[src/rtl/i2c_rec_pkg.sv]
// Shared defaults and state encoding for the I2C bus-recovery wrapper.
package i2c_rec_pkg;

  localparam int HALF_PERIOD_DEF  = 250;
  localparam int STUCK_CYCLES_DEF = 50000;
  localparam int FILT_LEN_DEF     = 4;
  localparam int MAX_PULSES       = 9;

  typedef enum logic [2:0] {
    ST_IDLE,
    ST_CLK_LO,
    ST_CLK_HI,
    ST_STOP_LO,
    ST_STOP_HI,
    ST_STOP_REL
  } rec_state_e;

endpackage

[src/rtl/i2c_in_filter.sv]
// Pad input conditioner: 2-FF synchronizer followed by a FILT_LEN-sample
// agreement filter; latency from pad to output is 2+FILT_LEN cycles.
module i2c_in_filter
  import i2c_rec_pkg::*;
#(
  parameter int FILT_LEN = FILT_LEN_DEF
) (
  input  logic clk_50_max10,
  input  logic fpga_resetn,
  input  logic pad_in,
  output logic filt_out
);

  logic [1:0]          sync_q, sync_d;
  logic [FILT_LEN-2:0] hist_q, hist_d;
  logic                filt_q, filt_d;

  // The live synchronized sample plus FILT_LEN-1 older ones form the window.
  always_comb begin
    sync_d    = {sync_q[0], pad_in};
    hist_d    = hist_q << 1;
    hist_d[0] = sync_q[1];
    filt_d    = filt_q;
    if (sync_q[1] && (&hist_q))
      filt_d = 1'b1;
    else if (!sync_q[1] && !(|hist_q))
      filt_d = 1'b0;
  end

  always_ff @(posedge clk_50_max10 or negedge fpga_resetn) begin
    if (!fpga_resetn) begin
      sync_q <= '1;
      hist_q <= '1;
      filt_q <= 1'b1;
    end else begin
      sync_q <= sync_d;
      hist_q <= hist_d;
      filt_q <= filt_d;
    end
  end

  assign filt_out = filt_q;

endmodule

[src/rtl/i2c_bus_recovery.sv]
// Sits between an I2C core and its open-drain pads; frees a slave holding SDA
// low by clocking SCL up to MAX_PULSES times and then issuing a STOP.
module i2c_bus_recovery
  import i2c_rec_pkg::*;
#(
  parameter int HALF_PERIOD  = HALF_PERIOD_DEF,
  parameter int STUCK_CYCLES = STUCK_CYCLES_DEF,
  parameter int FILT_LEN     = FILT_LEN_DEF,
  parameter int AUTO_EN      = 1
) (
  input  logic clk_50_max10,
  input  logic fpga_resetn,
  input  logic core_sda_oe,
  input  logic core_scl_oe,
  output logic core_sda_in,
  output logic core_scl_in,
  output logic buf_sda_oe,
  output logic buf_scl_oe,
  input  logic buf_sda_in,
  input  logic buf_scl_in,
  input  logic recover_req,
  output logic busy,
  output logic rec_done,
  output logic rec_fail
);

  localparam int TW = $clog2(HALF_PERIOD + 1);
  localparam int SW = $clog2(STUCK_CYCLES + 1);
  localparam logic [TW-1:0] T_LOAD = TW'(HALF_PERIOD - 1);
  localparam logic [SW-1:0] S_MAX  = SW'(STUCK_CYCLES);
  localparam logic [3:0]    P_MAX  = 4'(MAX_PULSES);

  rec_state_e    state_q, state_d;
  logic [TW-1:0] tmr_q, tmr_d;
  logic [SW-1:0] cnt_q, cnt_d;
  logic [3:0]    pulse_q, pulse_d;
  logic          sda_f, scl_f;
  logic          sda_oe, scl_oe, done, fail;

  i2c_in_filter #(.FILT_LEN(FILT_LEN)) u_sda_filt (
    .clk_50_max10 (clk_50_max10),
    .fpga_resetn  (fpga_resetn),
    .pad_in       (buf_sda_in),
    .filt_out     (sda_f)
  );

  i2c_in_filter #(.FILT_LEN(FILT_LEN)) u_scl_filt (
    .clk_50_max10 (clk_50_max10),
    .fpga_resetn  (fpga_resetn),
    .pad_in       (buf_scl_in),
    .filt_out     (scl_f)
  );

  always_ff @(posedge clk_50_max10 or negedge fpga_resetn) begin
    if (!fpga_resetn) begin
      state_q <= ST_IDLE;
      tmr_q   <= '0;
      cnt_q   <= '0;
      pulse_q <= '0;
    end else begin
      state_q <= state_d;
      tmr_q   <= tmr_d;
      cnt_q   <= cnt_d;
      pulse_q <= pulse_d;
    end
  end

  // cnt_q is the stuck-SDA counter in IDLE and the clock-stretch counter in CLK_HI.
  always_comb begin
    state_d = state_q;
    tmr_d   = tmr_q;
    cnt_d   = cnt_q;
    pulse_d = pulse_q;
    sda_oe  = 1'b0;
    scl_oe  = 1'b0;
    done    = 1'b0;
    fail    = 1'b0;
    unique case (state_q)
      ST_IDLE: begin
        sda_oe = core_sda_oe;
        scl_oe = core_scl_oe;
        if (!sda_f && scl_f && !core_sda_oe) begin
          if (cnt_q != S_MAX) cnt_d = cnt_q + 1'b1;
        end else begin
          cnt_d = '0;
        end
        if (recover_req || ((AUTO_EN != 0) && (cnt_q == S_MAX))) begin
          state_d = ST_CLK_LO;
          tmr_d   = T_LOAD;
          cnt_d   = '0;
          pulse_d = '0;
        end
      end
      ST_CLK_LO: begin
        scl_oe = 1'b1;
        if (tmr_q == '0) begin
          state_d = ST_CLK_HI;
          tmr_d   = T_LOAD;
          cnt_d   = '0;
        end else begin
          tmr_d = tmr_q - 1'b1;
        end
      end
      ST_CLK_HI: begin
        if (!scl_f) begin
          if (cnt_q == S_MAX) begin
            fail    = 1'b1;
            state_d = ST_IDLE;
          end else begin
            cnt_d = cnt_q + 1'b1;
          end
        end else if (tmr_q != '0) begin
          tmr_d = tmr_q - 1'b1;
        end else begin
          pulse_d = pulse_q + 4'd1;
          tmr_d   = T_LOAD;
          if (sda_f) begin
            state_d = ST_STOP_LO;
          end else if (pulse_d < P_MAX) begin
            state_d = ST_CLK_LO;
          end else begin
            fail    = 1'b1;
            state_d = ST_IDLE;
          end
        end
      end
      ST_STOP_LO: begin
        scl_oe = 1'b1;
        sda_oe = 1'b1;
        if (tmr_q == '0) begin
          state_d = ST_STOP_HI;
          tmr_d   = T_LOAD;
        end else begin
          tmr_d = tmr_q - 1'b1;
        end
      end
      ST_STOP_HI: begin
        sda_oe = 1'b1;
        if (tmr_q == '0) begin
          state_d = ST_STOP_REL;
          tmr_d   = T_LOAD;
        end else begin
          tmr_d = tmr_q - 1'b1;
        end
      end
      ST_STOP_REL: begin
        if (tmr_q == '0) begin
          done    = 1'b1;
          state_d = ST_IDLE;
        end else begin
          tmr_d = tmr_q - 1'b1;
        end
      end
      default: state_d = ST_IDLE;
    endcase
    if ((state_d == ST_IDLE) && (state_q != ST_IDLE)) begin
      tmr_d   = '0;
      cnt_d   = '0;
      pulse_d = '0;
    end
  end

  // Gating with reset releases the pads the instant reset asserts.
  assign buf_sda_oe  = fpga_resetn & sda_oe;
  assign buf_scl_oe  = fpga_resetn & scl_oe;
  assign busy        = (state_q != ST_IDLE);
  assign core_sda_in = busy ? 1'b1 : sda_f;
  assign core_scl_in = busy ? 1'b1 : scl_f;
  assign rec_done    = done;
  assign rec_fail    = fail;

endmodule
[config.mk]
export PLATFORM = sky130hd
export DESIGN_NAME = i2c_bus_recovery
export DESIGN_NICKNAME = d
export VERILOG_FILES = /design/src/rtl/i2c_rec_pkg.sv /design/src/rtl/i2c_in_filter.sv /design/src/rtl/i2c_bus_recovery.sv
export SDC_FILE = /design/constraint.sdc
export NUM_CORES = 1
export LEC_CHECK = 0
export CAP_MARGIN = 0
export CORE_MARGIN = 2
export CORE_UTILIZATION = 55
export DETAILED_ROUTE_END_ITERATION = 8
export DONT_BUFFER_PORTS = 1
export PLACE_DENSITY = 0.69
export SYNTH_ARGS = -nofsm -noshare
export SYNTH_HDL_FRONTEND = slang
export SYNTH_SLANG_ARGS = --single-unit
export TNS_END_PERCENT = 1
[constraint.sdc]
create_clock -name clk_50_max10 -period 6.01 [get_ports clk_50_max10]
set_input_delay 0.9015 -clock clk_50_max10 [delete_from_list [all_inputs] [get_ports clk_50_max10]]
set_output_delay 0.9015 -clock clk_50_max10 [all_outputs]
set_load 0.01 [all_outputs]
; ---- Yosys cells after proc, flatten, opt, wreduce, memory -nomap -nowiden
; Index checks and enable logic that the tools add are counted.
[classes]
n_addsub = 3
order_cmp = 1
eq_ne = 15
muxes = 47
bitwise = 2
n_reduce_logical = 34
[op_table]
columns = operator, n
row1 = $mux 16, 7
row2 = $mux 8, 6
row3 = $pmux 16 s3, 1
row4 = $pmux 8 s4, 1
row5 = $mux 3, 8
row6 = $ne 3x3->1 const B, 6
row7 = $pmux 3 s6, 1
row8 = $add 16x1->16 const B, 1
row9 = $eq 16x16->1 const B, 1
row10 = $mux 4, 4
row11 = $ne 16x16->1 const B, 1
row12 = $mux 1, 15
row13 = $reduce_or 3->1, 3
row14 = $logic_not 8->1, 1
row15 = $pmux 4 s2, 1
row16 = $reduce_and 4->1, 2
row17 = $reduce_bool 8->1, 1
row18 = $sub 8x1->8 const B, 1
row19 = $logic_and 1x1->1, 7
row20 = $eq 3x2->1 const B, 2
row21 = $eq 3x3->1 const B, 2
row22 = $logic_not 1->1, 6
row23 = $logic_not 3->1, 2
row24 = $reduce_and 3->1, 2
row25 = other kinds (15), 20
[totals]
regBits = 43

; ---- Depth between registers and ports, before layout
; Gate-level depths: netlist (run 1).
[depth]
depth_word = 11
mapped_depth = 11

; ---- Cells and area by module
; Synthesis (run 1) repeated with hierarchy kept, for this count alone.
[hier_totals]
hier_cells = 270
area_unflattened_um2 = 2536.2
[by_module_without_submodules]
columns = module, n_inst, cells_per_inst, area_each_um2, seq_area_each_um2
row1 = i2c_bus_recovery, 1, 252, 2168.3, 775.7
row2 = i2c_in_filter, 2, 9, 183.9, 157.7

; ---- Worst setup path after synthesis (run 1)
; No wires, ideal clock.
[synth_path]
path_kind = flip-flop to flip-flop
start = register tmr_q[0]
end = register tmr_q[2]
setup_time_ps = 122
arrival_time_ps = 2510
t_required_ps = 5888
path_slack_ps = 3378
stages_incl_launch_ff = 10
path_cell_list = dfrtp_1 > inv_1 > ha_1 > or3b_2 > a211oi_2 > nor4b_1 > or2_4 > a2111oi_4 > a21oi_2 > a32o_1
[synth_via]
elab_chain_cells = 8
elab_cells_between_ends = 23
[synth_rtl]
columns = element, line
row1 = from (decl), i2c_bus_recovery.sv:34  ; logic [TW-1:0] tmr_q, tmr_d;
row2 = from (signal assigned), i2c_bus_recovery.sv:62  ; tmr_q <= tmr_d;
row3 = $reduce_bool 8->1, i2c_bus_recovery.sv:112  ; end else if (tmr_q != '0) begin
row4 = $mux 3, i2c_bus_recovery.sv:112
row5 = $mux 3, i2c_bus_recovery.sv:105  ; if (!scl_f) begin
row6 = $pmux 3 s6 (*), i2c_bus_recovery.sv:78  ; unique case (state_q)
row7 = net state_d[1], i2c_bus_recovery.sv:33  ; rec_state_e state_q, state_d;
row8 = $logic_not 3->1 (*), i2c_bus_recovery.sv:156  ; if ((state_d == ST_IDLE) && (state_q != ST_IDLE)) begin
row9 = $logic_and 1x1->1 (*), i2c_bus_recovery.sv:156
row10 = "$ne 3x2->1 (no source line), or another cell as far along", --
row11 = $reduce_and 4->1 (no source line), --
; Mark *: on every way through the listed nets, which the timed path passes. The rest lies on a longest branch. The select of a mux whose other input is x is not followed.
; A chain may end at the register's enable or synchronous reset.

; ---- Worst setup path in the final report (run 1)
[layout_path]
start = register tmr_q[0]
end = register cnt_q[11]
[layout_via]
elab_chain_cells = 8
elab_cells_between_ends = 18
[layout_rtl]
columns = element, line
row1 = $reduce_bool 8->1, i2c_bus_recovery.sv:112
row2 = $mux 3, i2c_bus_recovery.sv:112
row3 = $mux 3, i2c_bus_recovery.sv:105
row4 = $pmux 3 s6, i2c_bus_recovery.sv:78
row5 = $logic_not 3->1, i2c_bus_recovery.sv:156
row6 = $logic_and 1x1->1, i2c_bus_recovery.sv:156
row7 = "$ne 5x5->1 (no source line), or another cell as far along", --
row8 = $reduce_and 5->1 (no source line), --
row9 = to (signal assigned), i2c_bus_recovery.sv:63  ; cnt_q <= cnt_d;
row10 = to (decl), i2c_bus_recovery.sv:35  ; logic [SW-1:0] cnt_q, cnt_d;
; Parallel ways exist; a longest one is shown, timed or not.

==> results of run 1 <==
critical path: stages, from the launching register on:
cell and delay (ns):
dfrtp_1 0.41, inv_1 0.11, ha_1 0.16, nor3b_1 0.37
nand2_2 0.21, a311o_1 0.37, a31oi_1 0.66, inv_1 0.38
or2_0 0.60, o31ai_1 0.37
layout make-up:
class,count,area (um^2),area share (%)
inverter,13,48.80,1.790
clock buffer,6,72.57,2.662
tap,54,67.56,2.478
multi-input combinational,217,1433,52.55
sequential,43,1091,40.02
clock inverter,2,13.76,0.5048
power breakdown:
part	leakage (nW)	internal (mW)	switching [mW]
combinational	0.511	0.145	0.226
sequential	0.527	0.345	0.0812
clock	0.0452	0.0821	0.101
kinds of logic after synthesis:
family                     after synthesis  synth area share [%]
DFF                                     43                 41.56
and+or+nand+nor                        116                 25.45
muxes                                    2                0.7627
AOI/OAI and AO/OA                       94                 25.98
buffers and inverters                   24                 3.861
adders and majority gates                5                 2.383
cells in the final DEF (no fill, tap or decap), types with 3 or more instances in the layout:
master     count
dfrtp_1       31
nand2_1       23
o21ai_0       17
nand3_1       17
nor2_1        16
o31ai_1       15
inv_1         13
a21oi_1       12
dfstp_2       12
nand2b_1       9
o21ai_1        8
o2111ai_1      8
a22o_1         6
nor3_1         5
or3_1          5
ha_1           5
clkbuf_8       5
nand4_1        4
nor3b_1        3
nor2b_1        3
nor4b_1        3
or2_2          3
o211a_1        3
and3_1         3
and2_1         3
stage by stage:
stage | setup slack (ns) | cell area [um^2]
after global placement | 2.500 | 2640
after detailed placement | 2.361 | 2640
final | 2.249 | 2726
after global routing | 1.859 | 2726
after CTS | 2.316 | 2726
after floorplan | 3.378 | 2625
state kept, by name, indices dropped and copies added (netlist names):
signal               count
cnt_q                   16
u_scl_filt.filt_out      1
u_sda_filt.hist_q        3
tmr_q                    8
u_sda_filt.sync_q        2
state_q                  3
u_scl_filt.hist_q        3
u_scl_filt.sync_q        2
pulse_q                  4
u_sda_filt.filt_out      1
how the worst min path moves through the flow:
stage                     depth (start not counted)                    to                 start  slack (ns)
after floorplan                                   0  u_scl_filt.sync_q[1]  u_scl_filt.sync_q[0]        0.35
after global placement                            0  u_scl_filt.sync_q[1]  u_scl_filt.sync_q[0]        0.35
after detailed placement                          0  u_sda_filt.sync_q[1]  u_sda_filt.sync_q[0]        0.35
after CTS                                         0              tmr_q[5]           fpga_resetn        0.27
after global routing                              0              tmr_q[5]           fpga_resetn        0.26
final                                             0              tmr_q[4]           fpga_resetn        0.28
routing by layer:
metal | wire [um] | share of wire [%]
met1 | 2778 | 48
met4 | 97 | 1.7
met5 | 0 | 0
met2 | 2659 | 46
met3 | 299 | 5.1
==> results.md, run 1 <==
* Synth warnings at 0
* Largest net degree at the start of global routing at 46
* Routed via count at 2194
* Final antenna-violating net count at 0
* Initial antenna violation count at 0
* Reg clk slew, reported paths at 0.09 ns
* Met2 usage at 36.54%
* Pre-antenna DRT Iters at 4
* Status: finished clean
* Synth unique cells at 63
* Starting Density at 56.32%
* Non-filler cells, final at 335
* Final wirelength at 5.834 mm
* I/O pins at 14
* Post-route DRC at 0
* Share of layout cells above drive strength 1 at between 10% and 20%
* Hold-fix buffers, CTS at 0
* Flop2flop setup slack at 2.25 ns
* Post-synth top flop: dfrtp_1
* Async S/R FF share, synth at 100.0%
* Die area at 5341 um^2
* Clock Latency Late Sink at 0.30 ns
* Fill count at 415
* Routed WL per cell at 17.41 um
* RR Endpoint: cnt_q[11]
* Placed insts at approximately 330
* Sink Count at 43
* Headroom to the max-slew limit at 42.74%
* EDFF count, synth at 0
* PwrDens at 359.1 nW/um^2
* Dominant cell type by area after synthesis: dfrtp_1
* Cells after Synth at 284
* Hold WS at 0.2847 ns
* Num CTS Buffers at 5
* Lkg Pwr at 1.084 nW
* H-tree levels at 2
* Peak supply drop at 187.4 uV
* Tmin final at 3.761 ns
* Setup-failing EPs final at 0
* GR met3 Demand/Resource at 4.696%
* Post-synthesis instance area at 2625 um^2
* Drt first-iter violations at 258
* CTS tree: done
* Most numerous cell in the Yosys netlist: dfrtp_1
* Top-area cell type share of the netlist area at between 20% and 30%
* CTS max path bufs at 2
* Port Buffer Count at 0
* Post-cts sizing count at 0
* Final Power at 0.9789 mW
* GRT busiest layer: met2
* Type of destination of the critical path: register
* Antenna diode count at 0
* Post-synth top cells: 31 x dfrtp_1, 23 x nand2_1, 17 x nand3_1, 17 x o21ai_0, 16 x nor2_1
* Core ar. at 4661 um^2
* HPWL after DPL at 4.093 mm
* Max_cap viols at 0
* Pins Over Slew Limit at 0
* Synth area leaders: dfrtp_1 30%, dfstp_2 12%, o31ai_1 4.3%, nand2_1 3.3%, nand3_1 3.2%
* Fmax at 265.9 MHz
* Reg2Reg Launch Point: tmr_q[0]
* Gr ovfl total at 0
* Chip Width at 73.09 um
* CP Data Required Time at 6.20 ns
* Max Fanout on Critical Path at 14
* First-pass GRT wire length at between 10 and 15 mm
* Clk_skew at 0.01082 ns
* Slew @ Worst Pin at 0.8549 ns
* Synth Register Bits at 43
* Nets at 292
* Row Count at 25
* Post-route clock period utilization at 62.58%
* Grt met1 use at 33.75%
* Setup Crit Path Kind: reg -> reg
* CP Launch Type: register
* Setup TNS at 0 ns
* Setup crit end: cnt_q[11]
* Clock root buffer: clkbuf_8
* Worst EP arrival at approximately 4.0 ns
* GPL Wtd Cong at 0.8474
* Post-DR vias/cell at around 6.5
* RSZ-0062 raised after global routing: false
* Vias in the first global route at 2087
* Setup crit start: tmr_q[0]
* Post-CTS setup buffers at 0
* Final hold vios at 0
* Post-layout util at between 50% and 60%
* Worst hold path class: in -> async
* Post-Syn Nets at 296
* FF-to-FF path depth at 9
* Die Ht at 73.09 um
* Layout overhead on the synthesized area at 3.861%
* Post-synthesis sequential area ratio at about two fifths
* Post-Syn Area per Cell at 9.243 um^2
* GRT Total Usage at between 20% and 30%
Power figures use the tool's default switching activity.
==> run 2: changes to the inputs <==
--- a/config.mk
+++ b/config.mk
@@ -10,7 +10,7 @@
 export CORE_UTILIZATION = 55
 export DETAILED_ROUTE_END_ITERATION = 8
 export DONT_BUFFER_PORTS = 1
-export PLACE_DENSITY = 0.69
+export PLACE_DENSITY = 0.72
 export SYNTH_ARGS = -nofsm -noshare
 export SYNTH_HDL_FRONTEND = slang
 export SYNTH_SLANG_ARGS = --single-unit
==> constraint.sdc (replaced) <==
create_clock -name clk_50_max10 -period 3.2 [get_ports clk_50_max10]
set_input_delay 0.48 -clock clk_50_max10 [delete_from_list [all_inputs] [get_ports clk_50_max10]]
set_output_delay 0.48 -clock clk_50_max10 [all_outputs]
set_load 0.01 [all_outputs]
==> run 2 against run 1 <==
- sequential share of layout area is 1.7 points lower
- cell count is 3.0% higher
- hold slack worse by 0.11 ns
- sequential cell count stayed put
- die area stayed put
- critical path depth stayed put
- setup slack worse by 2.0 ns
- sequential power is 86% higher
- total power is 100% higher
- combinational power is 110% higher
- critical path type unchanged
- critical endpoint is now tmr_q[2]
==> results.md, run 2 (synthesized netlist as in run 1, its figures left out) <==
* Setup-failing EPs final at 0
* Peak supply drop at 407.9 uV
* Fmax at 335.0 MHz
* CTS max path bufs at 2
* Die area at 5341 um^2
* RSZ-0062 raised after global routing: false
* Num CTS Buffers at 5
* Max_cap viols at 0
* Pins Over Slew Limit at 0
* Port Buffer Count at 0
* Routed WL per cell at roughly 17 um
* Chip Width at 73.09 um
* Sink Count at 43
* CP Launch Type: register
* Drt first-iter violations at ~230
* Nets at 302
* Pre-CTS WS at 0.2938 ns
* Starting Density at a little under three fifths
* Final Power at 1.971 mW
* Row Count at 25
* Most frequent cells in the layout: 31 x dfrtp_1, 23 x nand2_1, 17 x o21ai_0, 17 x nand3_1, 16 x nor2_1
* WHS Path Cells at 0
* Final antenna-violating net count at 0
* Die Ht at 73.09 um
* Largest net degree at the start of global routing at 32
* I/O pins at 14
* Headroom to the max-slew limit at a little under three fifths
* GRT Total Usage at roughly 24%
* Setup TNS at 0 ns
* Layout overhead on the synthesized area at 8.341%
* Post-cts sizing count at 0
* Vias in the first global route at 2108
* Pre-antenna DRT Iters at 5
* Crit-path max cell delay at between 0.6 and 0.7 ns
* FF-to-FF path depth at 9
* Max Used Layer: met4
* Flop2flop setup slack at 0.22 ns
* CP cell instances: inv_1, ha_1, or3b_2, a211oi_2, nor4b_1, or2_4, a2111oi_4, a21oi_2, a32o_1
* Clk_skew at 0.01043 ns
* Top flop regs: cnt_q (16), tmr_q (8), pulse_q (4)
* PwrDens at 692.9 nW/um^2
* Fill count at 384
* Sequential Area at around 1100 um^2
* Routed via count at approximately 2300
* Met2 Wirelength at 2.829 mm
* Slowest stage cell, crit path: a2111oi_4
* Status: finished clean
* Worst EP arrival at 3.19 ns
* Share of layout cells above drive strength 1 at 15.46%
* Worst hold path class: in -> reg
* Final wirelength at around 6 mm
* First-pass GRT wire length at 10.06 mm
* Final instance area at 2844 um^2
* Tmin final at 2.985 ns
* Clock Latency Late Sink at 0.30 ns
* Gr ovfl total at 0
* Slew @ Worst Pin at 0.6333 ns
* Clock root buffer: clkbuf_8
* H-tree levels at 2
* Routed length on met3 at 298 um
* Initial antenna violation count at 0
* Largest register FFs at 16
* Post-DR vias/cell at 6.623
* Antenna diode count at 0
* Max Fanout on Critical Path at 8
* Setup Crit Path Kind: reg -> reg
* Reg clk slew, reported paths at about 0.09 ns
* CP Data Required Time at 3.40 ns
* Setup ws final at 0.2152 ns
* Post-route DRC at 0
* Type of destination of the critical path: register
* Area occupied by multi-input gates at around 1400 um^2
* Core ar. at 4661 um^2
* HPWL after DPL at 4.114 mm
* Area post-placement at about 2700 um^2
* Post-route clock period utilization at 93.27%
* Lkg Pwr at 1.147 nW
* Final hold vios at 0
* M1 WL at 2.748 mm
* GPL Wtd Cong at 0.8634
* Most flops, register: cnt_q
* CTS tree: done
* Commonest non-fill, non-tap cell in the layout: dfrtp_1
==> run 2: cell types whose count changed in the layout (fill, tap and decap cells not counted) <==
cell,change
clkbuf_16,+1
buf_12,+1
clkbuf_1,-1
dlygate4sd3_1,+2
buf_4,+7
clkinv_2,-1
inv_6,+1
==> run 2: path summary, 6_finish.rpt <==
| check | startpoint | end |
|---|---|---|
| worst max-delay path | tmr_q[0] | tmr_q[2] |
| worst min register to register | u_sda_filt.sync_q[0] | u_sda_filt.sync_q[1] |
| min in group asynchronous | fpga_resetn | tmr_q[4] |
| worst min-delay path | buf_scl_in | u_scl_filt.sync_q[0] |
| max in group asynchronous | fpga_resetn | u_sda_filt.sync_q[0] |
| worst max register to register | tmr_q[0] | tmr_q[2] |
==> run 2: metrics by stage <==
step	utilization (%)	std cells	hold WS (ns)
final	61.02	345	0.1725
after floorplan	-	284	0.1844
after global placement	57.77	334	0.1855
after CTS	60.81	344	0.006696
after detailed placement	57.77	334	0.1854
after global routing	61.02	345	0.1487
==> run 2: area by class of cell <==
cell class              instances  area share [%]
multi-input cells             217           50.37
flip-flops and latches         43           38.36
clock buffers                   6           3.300
repair buffers                 10           3.256
well taps                      54           2.376
inverters                      13           1.716
clock inverters                 2          0.6159
==> run 2: per-layer routing <==
metal  up-vias  track usage (%)
li1       1095                -
met1      1096            33.54
met2        82            37.54
met3        12            4.006
met4         0            10.49
met5         -                0
==> run 2: where the power goes <==
| part | switching, mW | internal [mW] |
|---|---|---|
| Clock | 0.204 | 0.205 |
| Combinational | 0.459 | 0.312 |
| Sequential | 0.144 | 0.647 |
| Total | 0.806 | 1.16 |
==> run 2: repair_timing <==
| item | 4_1_cts | 5_1_grt |
|---|---|---|
| endpoints found under the hold margin | 31 | 12 |
| hold buffers | 2 | 1 |
| buffers inserted | 0 | 0 |
==> run 2: worst max-delay path, delay by kind of cell (launching register included) <==
family | cells | cell delay (ns)
simple gates | 3 | 0.90
fa+ha+maj | 1 | 0.16
compound gates | 4 | 1.30
flops | 1 | 0.40
buf+inv | 1 | 0.10
==> run 3: changes to the inputs <==
--- a/config.mk
+++ b/config.mk
@@ -11,7 +11,9 @@
 export DETAILED_ROUTE_END_ITERATION = 8
 export DONT_BUFFER_PORTS = 1
 export PLACE_DENSITY = 0.72
+export RECOVER_POWER = 50
 export SYNTH_ARGS = -nofsm -noshare
 export SYNTH_HDL_FRONTEND = slang
+export SYNTH_HIERARCHICAL = 1
 export SYNTH_SLANG_ARGS = --single-unit
 export TNS_END_PERCENT = 1
==> run 3 against run 2 <==
- the flow now finishes with violations (capacitance limit, slew limit)
- clock power is 9.3% lower
- sequential power is 3.9% higher
- clock skew shrank 0.0012 ns
- cell count shrank 4.3%
- setup slack better by 0.16 ns
- die area fell by 3.2%
- global-route usage is 1.5 points lower
- hold slack lost 0.011 ns
- largest power group is now combinational cells
==> results.md, run 3 <==
* Most frequent cells in the layout: 31 x dfrtp_1, 28 x nor2_1, 22 x o21ai_0
* Synth warnings at 6
* Largest net degree at the start of global routing at 32
* RSZ-0062 raised after global routing: false
* Net Sw Frac at 42.31%
* Gr ovfl total at 0
* Post-synthesis instance area at 2536 um^2
* Commonest non-fill, non-tap cell in the layout: dfrtp_1
* Sw Pwr at 0.9372 mW
* Worst hold path class: in -> reg
* Slew @ Worst Pin at 1.712 ns
* Antenna diode count at 0
* Final wirelength at ~5.5 mm
* Post-synthesis sequential area ratio at 43.02%
* Most numerous cell in the Yosys netlist: dfrtp_1
* Lkg Pwr at approximately 1.1 nW
* Core ar. at between 4000 and 5000 um^2
* Final instance area at around 2700 um^2
* Non-filler cells, final at 330
* Clk_skew at 0.009189 ns
* Top flop regs: cnt_q (16), tmr_q (8), pulse_q (4)
* First-pass GRT wire length at 9.384 mm
* Status: finished, violations left
* CTS max path bufs at 2
* GRT Total Usage at 22.78%
* Placed insts at 319
* Post-route DRC at 0
* Top-area cell type share of the netlist area at 30.59%
* Drt first-iter violations at 203
* Port Buffer Count at 0
* Post-synth top flop: dfrtp_1
* Tmin final at 2.828 ns
* Type of destination of the critical path: register
* Worst EP arrival at 3.02 ns
* Combinational fraction of design power at a little under half
* I/O pins at 14
* Post-DR vias/cell at 6.458
* Setup TNS at 0 ns
* Row Count at 24
* Pins Over Slew Limit at 32
* Area post-placement at 2601 um^2
* Final antenna-violating net count at 0
* Starting Density at between 50% and 60%
* Pre-antenna DRT Iters at 4
* Vias in the first global route at around 2000
* Post-Syn Nets at 282
* Layout overhead on the synthesized area at 6.808%
* Routed WL per cell at 16.81 um
* Clock Latency Late Sink at roughly 0.30 ns
* Most flops, register: cnt_q
* Final hold vios at 0
* Failing checks: capacitance limit, slew limit
* Hold WS at 0.1611 ns
* Max Fanout on Critical Path at 14
* CP Data Required Time at 3.39 ns
* Fill count at 376
* EDFF count, synth at 0
* Dominant cell type by area after synthesis: dfrtp_1
* Routed via count at 2131
* Async S/R FF share, synth at 100.0%
* Setup Crit Path Kind: reg -> reg
* Die Ht at 71.91 um
* CTS tree: done
* Post-Syn Area per Cell at 9.393 um^2
* Initial antenna violation count at 0
* Synth unique cells at 65
* Reg clk slew, reported paths at 0.09 ns
* Cells after Synth at 270
* Max_cap viols at 1
* GPL Wtd Cong at 0.9139
* Fmax at around 350 MHz
* Clock share of power at 16.8%
* Sink Count at 43
* Post-synth top cells: 31 x dfrtp_1, 28 x nor2_1, 22 x o21ai_0
* Share of layout cells above drive strength 1 at between 10% and 20%
* Largest register FFs at 16
* Num CTS Buffers at 5
* Chip Width at 71.91 um
* Clock root buffer: clkbuf_8
* Synth area leaders: dfrtp_1 31%, dfstp_2 12%, o21ai_0 4.3%, nor2_1 4.1%, a22o_1 3.5%
* Die area at 5170 um^2
* Post-layout util at 61.79%
* Post-cts sizing count at 0
* H-tree levels at 2
* HPWL after DPL at 3.794 mm
* Nets at ~290
* Setup-failing EPs final at 0
* Headroom to the max-slew limit at -14.11%
* CP Launch Type: register
* Synth Register Bits at between 40 and 50
* Peak supply drop at 380.8 uV
* PwrDens at about 820 nW/um^2
* Sequential power share at 37.1%
* Post-route clock period utilization at 88.37%
* Total internal power at 1.278 mW
[run 3: cell families (layout without fill, tap and decap cells)]
logic type               count (synthesis)  count (layout)  share of synthesized area [%]
AO/OA/AOI/OAI                           80              80                          23.53
XOR/XNOR                                 1               1                         0.3454
adder cells (fa/ha/maj)                  5               5                          2.467
buffers and inverters                   21              29                          3.700
flip-flops                              43              43                          43.02
multiplexers                             1               1                         0.3947
AND/OR/NAND/NOR                        119             119                          26.54
[run 3: final timing paths]
kind | start | end | slack (ns) | cells after the start
min | buf_sda_in | u_sda_filt/sync_q[0] | 0.16 | 0
max reg2reg | tmr_q[0] | cnt_q[8] | 0.37 | 9
max | tmr_q[0] | cnt_q[8] | 0.37 | 9
min reg2reg | u_scl_filt/sync_q[0] | u_scl_filt/sync_q[1] | 0.36 | 0
max in group asynchronous | fpga_resetn | cnt_q[10] | 1.05 | 2
min in group asynchronous | fpga_resetn | u_sda_filt/hist_q[2] | 0.91 | 1
[run 3: worst max-delay path, cell delays in order, from the launching register on]
cell     delay (ns)
dfrtp_1        0.42
inv_1          0.12
ha_1           0.22
or3b_2         0.50
o21ai_0        0.25
nand3_1        0.20
a22oi_2        0.39
buf_4          0.26
o21ai_0        0.11
a22o_1         0.24
[run 3: cell type report]
type                    count  area, um^2  area share, %
clock buffers               6       82.58          3.048
clock inverters             2       16.27         0.6005
inverters                  11       41.29          1.524
multi-input cells         206        1336          49.33
flip-flops and latches     43        1091          40.28
well taps                  52       65.06          2.402
repair buffers             10       76.32          2.818
[run 3: through the flow]
step	setup slack [ns]	total power, mW
after global routing	0.1408	2.383
after global placement	0.5891	1.810
after CTS	0.3917	2.217
final	0.3721	2.215
after detailed placement	0.4245	1.828
after floorplan	0.8161	1.606
[run 3: power by group through the flow]
stage | logic, mW | clock network, mW | registers, mW
finish | 1.02 | 0.371 | 0.822
global route | 1.14 | 0.396 | 0.845
CTS | 1.02 | 0.381 | 0.820
detailed placement | 1.00 | 0 | 0.828
global placement | 0.984 | 0 | 0.826
floorplan | 0.836 | 0 | 0.770
[run 3: repair_timing]
item / in CTS / in global routing
hold buffers: 2 / 1
buffers inserted: 0 / 0
hold endpoints to repair: 31 / 12
[run 3: layer usage]
metal	wire [um]	vias up	share of wire, %	track usage, %
li1	-	1022	-	-
met1	2538	1047	46	30.42
met2	2675	47	48	37.55
met3	220	15	4.0	3.889
met4	113	0	2.0	8.176
met5	0	-	0	0
